$ cat src/rtl/ahb_vga_write_master.sv
// AHB-Lite single-word write initiator feeding the VGA console/image regions from a byte-command FIFO.
// Build option: define VGA_IMG_AUTOINC_EN to replace cmd_offset with an internal auto-incrementing image pointer.
//
// bus_state | meaning
// BUS_OK    | normal pipelined operation, AP drives NONSEQ when loaded
// BUS_ERR   | second cycle of an ERROR response, AP held but bus forced IDLE
module ahb_vga_write_master #(
  parameter int unsigned FIFO_DEPTH   = 4,
  parameter logic [31:0] CONSOLE_ADDR = 32'h5000_0000,
  parameter logic [31:0] IMAGE_BASE   = 32'h5000_0000,
  parameter int unsigned IMG_WORDS    = 16384
) (
  input  logic        HCLK,
  input  logic        HRESETn,
  input  logic        cmd_valid,
  output logic        cmd_ready,
  input  logic [7:0]  cmd_data,
  input  logic        cmd_image,
  input  logic [13:0] cmd_offset,
  output logic [31:0] HADDR,
  output logic [1:0]  HTRANS,
  output logic        HWRITE,
  output logic [2:0]  HSIZE,
  output logic [2:0]  HBURST,
  output logic [3:0]  HPROT,
  output logic        HMASTLOCK,
  output logic [31:0] HWDATA,
  input  logic        HREADY,
  input  logic        HRESP,
  output logic        busy,
  output logic        done,
  output logic        err_sticky,
  input  logic        err_clr
);

  localparam int unsigned PW = $clog2(FIFO_DEPTH);
  localparam int unsigned CW = PW + 1;
  localparam logic [CW-1:0] DEPTH_C = CW'(FIFO_DEPTH);

  typedef struct packed {
    logic        image;
    logic [13:0] offset;
    logic [7:0]  data;
  } cmd_t;

  typedef enum logic {BUS_OK, BUS_ERR} bus_state_t;

  cmd_t          fifo_q [FIFO_DEPTH];
  logic [PW-1:0] wr_ptr_q, rd_ptr_q;
  logic [CW-1:0] count_q, count_d;
  logic          rdy_q;

  bus_state_t    state_q, state_d;
  logic          ap_valid_q, ap_valid_d;
  logic [31:0]   ap_addr_q, ap_addr_d;
  logic [7:0]    ap_data_q, ap_data_d;
  logic          dp_valid_q, dp_valid_d;
  logic [31:0]   hwdata_q, hwdata_d;
  logic          done_q, done_d;
  logic          drop_q, drop_d;
  logic          err_q, err_d;

  logic          full, empty, push_hs, illegal, push, pop, nonseq;
  cmd_t          head;
  logic [31:0]   img_addr, load_addr;

  assign full      = (count_q == DEPTH_C);
  assign empty     = (count_q == '0);
  assign cmd_ready = rdy_q & ~full;
  assign push_hs   = cmd_valid & cmd_ready;
  assign push      = push_hs & ~illegal;
  assign head      = fifo_q[rd_ptr_q];
  assign nonseq    = ap_valid_q & (state_q == BUS_OK);
  // AP refills when empty, or when its NONSEQ is accepted this edge
  assign pop       = ~empty & (~ap_valid_q | (nonseq & HREADY));

`ifdef VGA_IMG_AUTOINC_EN
  localparam logic [13:0] PTR_LAST = 14'(IMG_WORDS - 1);
  logic [13:0] img_ptr_q, img_ptr_d;

  assign illegal  = 1'b0;
  assign img_addr = IMAGE_BASE | {16'h0, img_ptr_q, 2'b00};

  always_comb begin
    img_ptr_d = img_ptr_q;
    if (pop && head.image)
      img_ptr_d = (img_ptr_q == PTR_LAST) ? 14'd1 : img_ptr_q + 14'd1;
  end

  always_ff @(posedge HCLK or negedge HRESETn) begin
    if (!HRESETn) img_ptr_q <= 14'd1;
    else          img_ptr_q <= img_ptr_d;
  end
`else
  // offset 0 would alias the console, so it is swallowed at the handshake
  assign illegal  = cmd_image & (cmd_offset == 14'd0);
  assign img_addr = IMAGE_BASE | {16'h0, head.offset, 2'b00};
`endif

  assign load_addr = head.image ? img_addr : CONSOLE_ADDR;

  always_ff @(posedge HCLK) begin
    if (push) fifo_q[wr_ptr_q] <= '{image: cmd_image, offset: cmd_offset, data: cmd_data};
  end

  always_comb begin
    count_d = count_q;
    case ({push, pop})
      2'b10:   count_d = count_q + CW'(1);
      2'b01:   count_d = count_q - CW'(1);
      default: count_d = count_q;
    endcase
  end

  always_comb begin
    state_d    = state_q;
    ap_valid_d = ap_valid_q;
    ap_addr_d  = ap_addr_q;
    ap_data_d  = ap_data_q;
    dp_valid_d = dp_valid_q;
    hwdata_d   = hwdata_q;
    done_d     = 1'b0;
    drop_d     = push_hs & illegal;
    err_d      = err_q & ~err_clr;

    case (state_q)
      BUS_OK:  if (dp_valid_q && HRESP && !HREADY) state_d = BUS_ERR;
      BUS_ERR: if (HREADY) state_d = BUS_OK;
      default: state_d = BUS_OK;
    endcase

    if (HREADY) begin
      if (dp_valid_q) begin
        if (HRESP) drop_d = 1'b1;
        else       done_d = 1'b1;
      end
      dp_valid_d = nonseq;
      if (nonseq) begin
        hwdata_d   = {24'h0, ap_data_q};
        ap_valid_d = 1'b0;
      end
    end

    if (pop) begin
      ap_valid_d = 1'b1;
      ap_addr_d  = load_addr;
      ap_data_d  = head.data;
    end

    if ((push_hs && illegal) || (HREADY && dp_valid_q && HRESP)) err_d = 1'b1;
  end

  always_ff @(posedge HCLK or negedge HRESETn) begin
    if (!HRESETn) begin
      wr_ptr_q   <= '0;
      rd_ptr_q   <= '0;
      count_q    <= '0;
      rdy_q      <= 1'b0;
      state_q    <= BUS_OK;
      ap_valid_q <= 1'b0;
      ap_addr_q  <= '0;
      ap_data_q  <= '0;
      dp_valid_q <= 1'b0;
      hwdata_q   <= '0;
      done_q     <= 1'b0;
      drop_q     <= 1'b0;
      err_q      <= 1'b0;
    end else begin
      if (push) wr_ptr_q <= wr_ptr_q + PW'(1);
      if (pop)  rd_ptr_q <= rd_ptr_q + PW'(1);
      count_q    <= count_d;
      rdy_q      <= 1'b1;
      state_q    <= state_d;
      ap_valid_q <= ap_valid_d;
      ap_addr_q  <= ap_addr_d;
      ap_data_q  <= ap_data_d;
      dp_valid_q <= dp_valid_d;
      hwdata_q   <= hwdata_d;
      done_q     <= done_d;
      drop_q     <= drop_d;
      err_q      <= err_d;
    end
  end

  assign HADDR      = ap_addr_q;
  assign HTRANS     = nonseq ? 2'b10 : 2'b00;
  assign HWRITE     = nonseq;
  assign HSIZE      = 3'b010;
  assign HBURST     = 3'b000;
  assign HPROT      = 4'b0011;
  assign HMASTLOCK  = 1'b0;
  assign HWDATA     = hwdata_q;
  assign done       = done_q;
  assign err_sticky = err_q;
  // done/drop pulses keep busy up for the completion cycle
  assign busy       = ~empty | ap_valid_q | dp_valid_q | done_q | drop_q;

endmodule

$ cat config.mk
export PLATFORM = sky130hd
export DESIGN_NAME = ahb_vga_write_master
export DESIGN_NICKNAME = d
export VERILOG_FILES = /design/src/rtl/ahb_vga_write_master.sv
export SDC_FILE = /design/constraint.sdc
export NUM_CORES = 1
export LEC_CHECK = 0
export CELL_PAD_IN_SITES_DETAIL_PLACEMENT = 1
export CELL_PAD_IN_SITES_GLOBAL_PLACEMENT = 1
export CORE_MARGIN = 1.5
export CORE_UTILIZATION = 56
export DETAILED_ROUTE_END_ITERATION = 10
export DONT_BUFFER_PORTS = 1
export PLACE_DENSITY = 0.86
export SKIP_CTS_REPAIR_TIMING = 1
export SLEW_MARGIN = 10
export SYNTH_ARGS = -nofsm -noshare
export SYNTH_HDL_FRONTEND = slang
export SYNTH_SLANG_ARGS = --single-unit
export TNS_END_PERCENT = 100
$ cat constraint.sdc
create_clock -name HCLK -period 3.9 [get_ports HCLK]
set_clock_uncertainty 0.2 [all_clocks]
set_input_delay 0.78 -clock HCLK [delete_from_list [all_inputs] [get_ports HCLK]]
set_output_delay 0.78 -clock HCLK [all_outputs]
set_load 0.005 [all_outputs]
# After elaboration in Yosys (flattened, before gate mapping)
# Memories as Yosys holds them, arrays and structs flattened.
# Index checks and enable logic that the tools add are counted.
[totals] mem_bits_rw=92 latch_bits=0 register_bits=62 rom_bits=0 n_memories=1 out_inout_bits=82 wordCells=73 inputBits=29
[op_classes] eq_ne=3 mux=18 magnitude_cmp=0 n_shift=0 div_mod_pow=0 bitwise=20 n_mul=0 reduce_logical=14 add_sub_neg=4
[memory_table] name="fifo_q" depth=4 width=23 read_ports=1 rd_ports_with_merged_regs=0 wr=1 line="48" rtl="cmd_t fifo_q [FIFO_DEPTH];"
[ops] cell="16-bit two-way mux" n=1
[ops] cell="14-bit zero test" n=1
[ops] cell="1-bit two-way mux" n=14
[ops] cell="1-bit AND" n=9
[ops] cell="1-bit NOT" n=6
[ops] cell="3-bit case mux with 2 select lines" n=1
[ops] cell="2-bit nonzero test" n=3
[ops] cell="1-bit logical AND" n=5
[ops] cell="1-bit OR" n=5
[ops] cell="2-bit by 1-bit adder with 2-bit output, second input constant" n=2
[ops] cell="2-bit AND reduction" n=2
[ops] cell="3-bit by 1-bit adder with 3-bit output, second input constant" n=1
[ops] cell="3-bit == test, second input constant" n=1
[ops] cell="3-bit zero test" n=1
[ops] cell="3-bit by 1-bit subtractor with 3-bit output, second input constant" n=1
[ops] cell="2-bit by 1-bit == test with 1-bit output, second input constant" n=1
[ops] cell="2-bit == test, second input constant" n=1
[ops] cell="2-bit two-way mux" n=1
[ops] cell="1-bit case mux with 2 select lines" n=1
[ops] cell="1-bit zero test" n=1
[ops] cell="1-bit logical OR" n=1

# Longest topological paths before layout
[depth] word_depth=8 mapped_depth=9

# Worst setup path before layout
# OpenSTA, ideal clock, no wires.
[synth_path] kind="input to register" start="in cmd_offset[2]" end="reg count_q[1]" arrival_time_ps=2389 stages=7 required_time_ps=3575 setup_slack_ps=1186 path_cell_list="nor4b_1 nand4_1 and2_1 inv_1 ha_1 fa_1 mux2_2"
[synth_via] elab_chain_cells=6 word_cells_on_any_way=8 classes_between="eq/ne (2); mux (1); bitwise (3); reduce/logical (2)"
[synth_rtl] item="start: declaration" line="19" rtl="input logic [13:0] cmd_offset,"
[synth_rtl] item="14-bit zero test (*)" line="96" rtl="assign illegal = cmd_image & (cmd_offset == 14'd0);"
[synth_rtl] item="1-bit AND (*)" line="96"
[synth_rtl] item="1-bit NOT (*)" line="71" rtl="assign push = push_hs & ~illegal;"
[synth_rtl] item="1-bit AND (*)" line="71"
[synth_rtl] item="2-bit by 1-bit == test with 1-bit output or 2-bit == test (tied branches)" line="108" rtl="case ({push, pop})"
[synth_rtl] item="3-bit case mux with 2 select lines (*)" line="108"
[synth_rtl] item="named net count_d[1]" line="50" rtl="logic [CW-1:0] count_q, count_d;"
[synth_rtl] item="end signal: assignment" line="171" rtl="count_q <= count_d;"
[synth_rtl] item="end: declaration" line="50"
# The timed path passes the listed nets; every way through them passes the cells marked *.
# A chain may end at the register's enable or synchronous reset.

# Final worst setup path
[layout_path] start="reg count_q[2]" end="reg count_q[2]"
[layout_via] elab_chain_cells=7 word_cells_on_any_way=14 classes_between="add/sub (2); eq/ne (3); mux (1); bitwise (6); reduce/logical (2)"
[layout_rtl] item="3-bit == test" line="67" rtl="assign full = (count_q == DEPTH_C);"
[layout_rtl] item="1-bit NOT" line="69" rtl="assign cmd_ready = rdy_q & ~full;"
[layout_rtl] item="1-bit AND" line="69"
[layout_rtl] item="1-bit AND" line="70" rtl="assign push_hs = cmd_valid & cmd_ready;"
[layout_rtl] item="1-bit AND" line="71"
[layout_rtl] item="2-bit by 1-bit == test with 1-bit output or 2-bit == test (tied branches)" line="108"
[layout_rtl] item="3-bit case mux with 2 select lines or 2-bit nonzero test (tied branches)"
# Several ways; a longest one is shown, not always the timed one.

==> results.toml <==
[outcome]
status = "completed"

[timing]
fin_ws_ns = 0.9051
fin_crit_sh_pct = 76.79
post-route-min-period_ns = 2.995
slew_viol_final = 0
rsz0062_at_grt = "false"
tightest_slew_ns = 0.7694
max_slew_margin_pct = 48.70
final_hold_viol_count = 0
tns_ns = 0
setup_viol = 0
max_freq_mhz = 333.9

[finish]
final_layout_size_suffix_gt1_share_pct = 18.28
multi_input_area_um2 = 1470
synthToLayoutAreaGrowth_pct = 8.698
nets = 394
diodes = 0
regArea_um2 = 3889
layout_commonest_cell = "edfxtp_1"
nFillCells = 872
most-common-layout-cells = "edfxtp_1, conb_1, dfrtp_1"
final_cells = 505

[cts]
clockRootBuffer = "clkbuf_8"
cts.sinks = 137
clk_pin_slew_ns = 0.06
cts_tree = "done"
clock_latency_ns = 0.52
cts_buffers = 17
cts_max_path_buffers = 2
cts_max_level = 4

[floorplanning]
chipHeight_um = 104.1
rows = 36
core_um2 = 9864
io-pin-count = 111
die_w_um = 104.1
die_area_um2 = 10840
initial_core_util_pct = 58.04

[global_routing]
grt_remaining_overflow = 0
grt_max_degree = 46
grt_pass1_vias = 3041
grt_antenna_before_repair = 0
grt_usage_pct = 22.06
grt_first_pass_wirelength_mm = 17.48

[synthesis]
synth_seq_cells = 137
synthAdderAreaFrac_pct = 1.442
synth_warnings = 0
muxShareOfSynthArea_pct = 13.35
yosysTopAreaCell = "edfxtp_1"
syn-cell-area_um2 = 5725
synthTopCellsByArea = "edfxtp_1, dfrtp_1, buf_4, mux4_1, mux4_2"
synth_xor_area_share_pct = 0.9178
synth-simple-area-share_pct = 3.781
synth_compound_area_share_pct = 2.710
synth_seq_area_share_pct = 67.92
synth_top_family_by_area = "multiplexers"
netlist.area_leader.share_pct = 48.25
syn_inst = 344
synth_area_per_cell_um2 = 16.64
yosysUniqueCellTypes = 36

[placement]
dp_cells = 471
place_congestion = 0.7190
hpwlAfterDp_mm = 6.647
dp_slack_ns = 0.6619
portBuffers = 0

[drt]
drt_wl_total_mm = 11.01
viasPerCell = 5.523
wl_per_cell_um = 21.81
drtPass1Iterations = 4
drc = 0
num_vias = 2789
postRouteAntennaNets = 0
drt_iter0_drc = 113

[critical_path]
r2r-end = "count_q[2]$_DFFE_PN0P_"
crit_type = "flop to flop"
r2r_slack_ns = 0.91
start_kind = "flop"
cp-end-kind = "flop"
critPathLaunch = "count_q[2]$_DFFE_PN0P_"
required_ns = 4.13
cp_data_arrival_time_ns = 3.23
r2r_start = "count_q[2]$_DFFE_PN0P_"
crit_fanout = 31
worstRegToRegCells = 9

[power]
vdd_drop_max_mv = 0.3781
p_leak_nw = 2.435
pwr_density_cell_nw_per_um2 = 724.7
finalPower_mw = 4.510

[worst_hold_path]
whs_endpoint = "done$_DFF_PN0_"
hp-start = "HRESP"
worstHoldPathCells = 1
hold_class = "input pin to flop"

[run]
cap_viol_max_count = 0
[through the flow]
step | util (%) | cell area [um^2] | hold slack (ns)
after CTS | 62.71 | 6186 | -0.2670
after detailed placement | 57.31 | 5653 | 0.2851
after global placement | 57.31 | 5653 | 0.2854
after floorplan | - | 5917 | 0.2726
after global routing | 63.09 | 6223 | 0.1184
final | 63.09 | 6223 | 0.1260
[final cells by class]
type                            count  share of cell area [%]
Clock buffer                       18                   6.715
Clock inverter                     14                   1.850
Inverter                           20                   1.206
Multi-Input combinational cell    174                   23.62
Sequential cell                   137                   62.48
Tap cell                          133                   2.674
Timing Repair Buffer                9                   1.448
[state kept, by name, summed over array words and instances (netlist names), 2 cells and up]
| register | count |
|---|---|
| HADDR | 15 |
| HWDATA | 8 |
| ap_data_q | 8 |
| count_q | 3 |
| fifo_q | 92 |
| rd_ptr_q | 2 |
| wr_ptr_q | 2 |
[critical path, cell delays in order (launching register included)]
cell	delay (ns)
dfrtp_1	0.43
nor3_1	0.46
a21o_1	0.14
buf_4	0.33
inv_2	0.21
ha_1	0.30
fa_1	0.41
xnor2_1	0.14
nor2_1	0.13
xor2_1	0.16
[logic make-up after synthesis]
family	count (synthesis)
AOI/OAI and AO/OA	22
xor gates and xnor gates	6
adders and majority gates	6
buffers and inverters	84
DFF	137
muxes	41
other	2
and+or+nand+nor	46
[synthesized netlist by cell type, drive strengths merged]
cell    instances
nor2b           1
fa              1
o221ai          1
nand2          23
clkbuf          2
edfxtp         92
and2            2
nand2b          2
conb            2
nor4            3
mux4           22
nor3            2
dfrtp          45
and3            4
nor4b           1
mux2i           1
nor2            4
mux2           18
xor2            1
ha              5
a21o            1
nand4           1
inv            20
o31ai          14
buf            62
nand3           3
xnor2           5
a21oi           2
o21ai           4
[power breakdown]
| part | internal, mW | switching, mW | leakage [nW] |
|---|---|---|---|
| logic | 0.478 | 0.524 | 0.801 |
| clock network | 0.798 | 0.636 | 0.255 |
| registers | 1.86 | 0.215 | 1.38 |
[layer usage]
| metal | vias up | routed length (um) | share of wire (%) | track usage, % |
|---|---|---|---|---|
| met3 | 18 | 753 | 6.8 | 6.830 |
| li1 | 1192 | - | - | - |
| met4 | 0 | 195 | 1.8 | 8.532 |
| met1 | 1461 | 4249 | 39 | 25.96 |
| met2 | 118 | 5814 | 53 | 38.03 |
| met5 | - | 0 | 0 | 0 |
[worst max path at each step]
stage	cells past startpoint	slack, ns	endpoint
floorplan	7	1.19	count_q[1]$_DFFE_PN0P_
global placement	7	0.79	count_q[1]$_DFFE_PN0P_
detailed placement	7	0.66	count_q[1]$_DFFE_PN0P_
CTS	9	0.88	count_q[2]$_DFFE_PN0P_
global route	9	0.72	count_q[2]$_DFFE_PN0P_
finish	9	0.91	count_q[2]$_DFFE_PN0P_
Note: power is estimated with default switching activity, not from simulation.
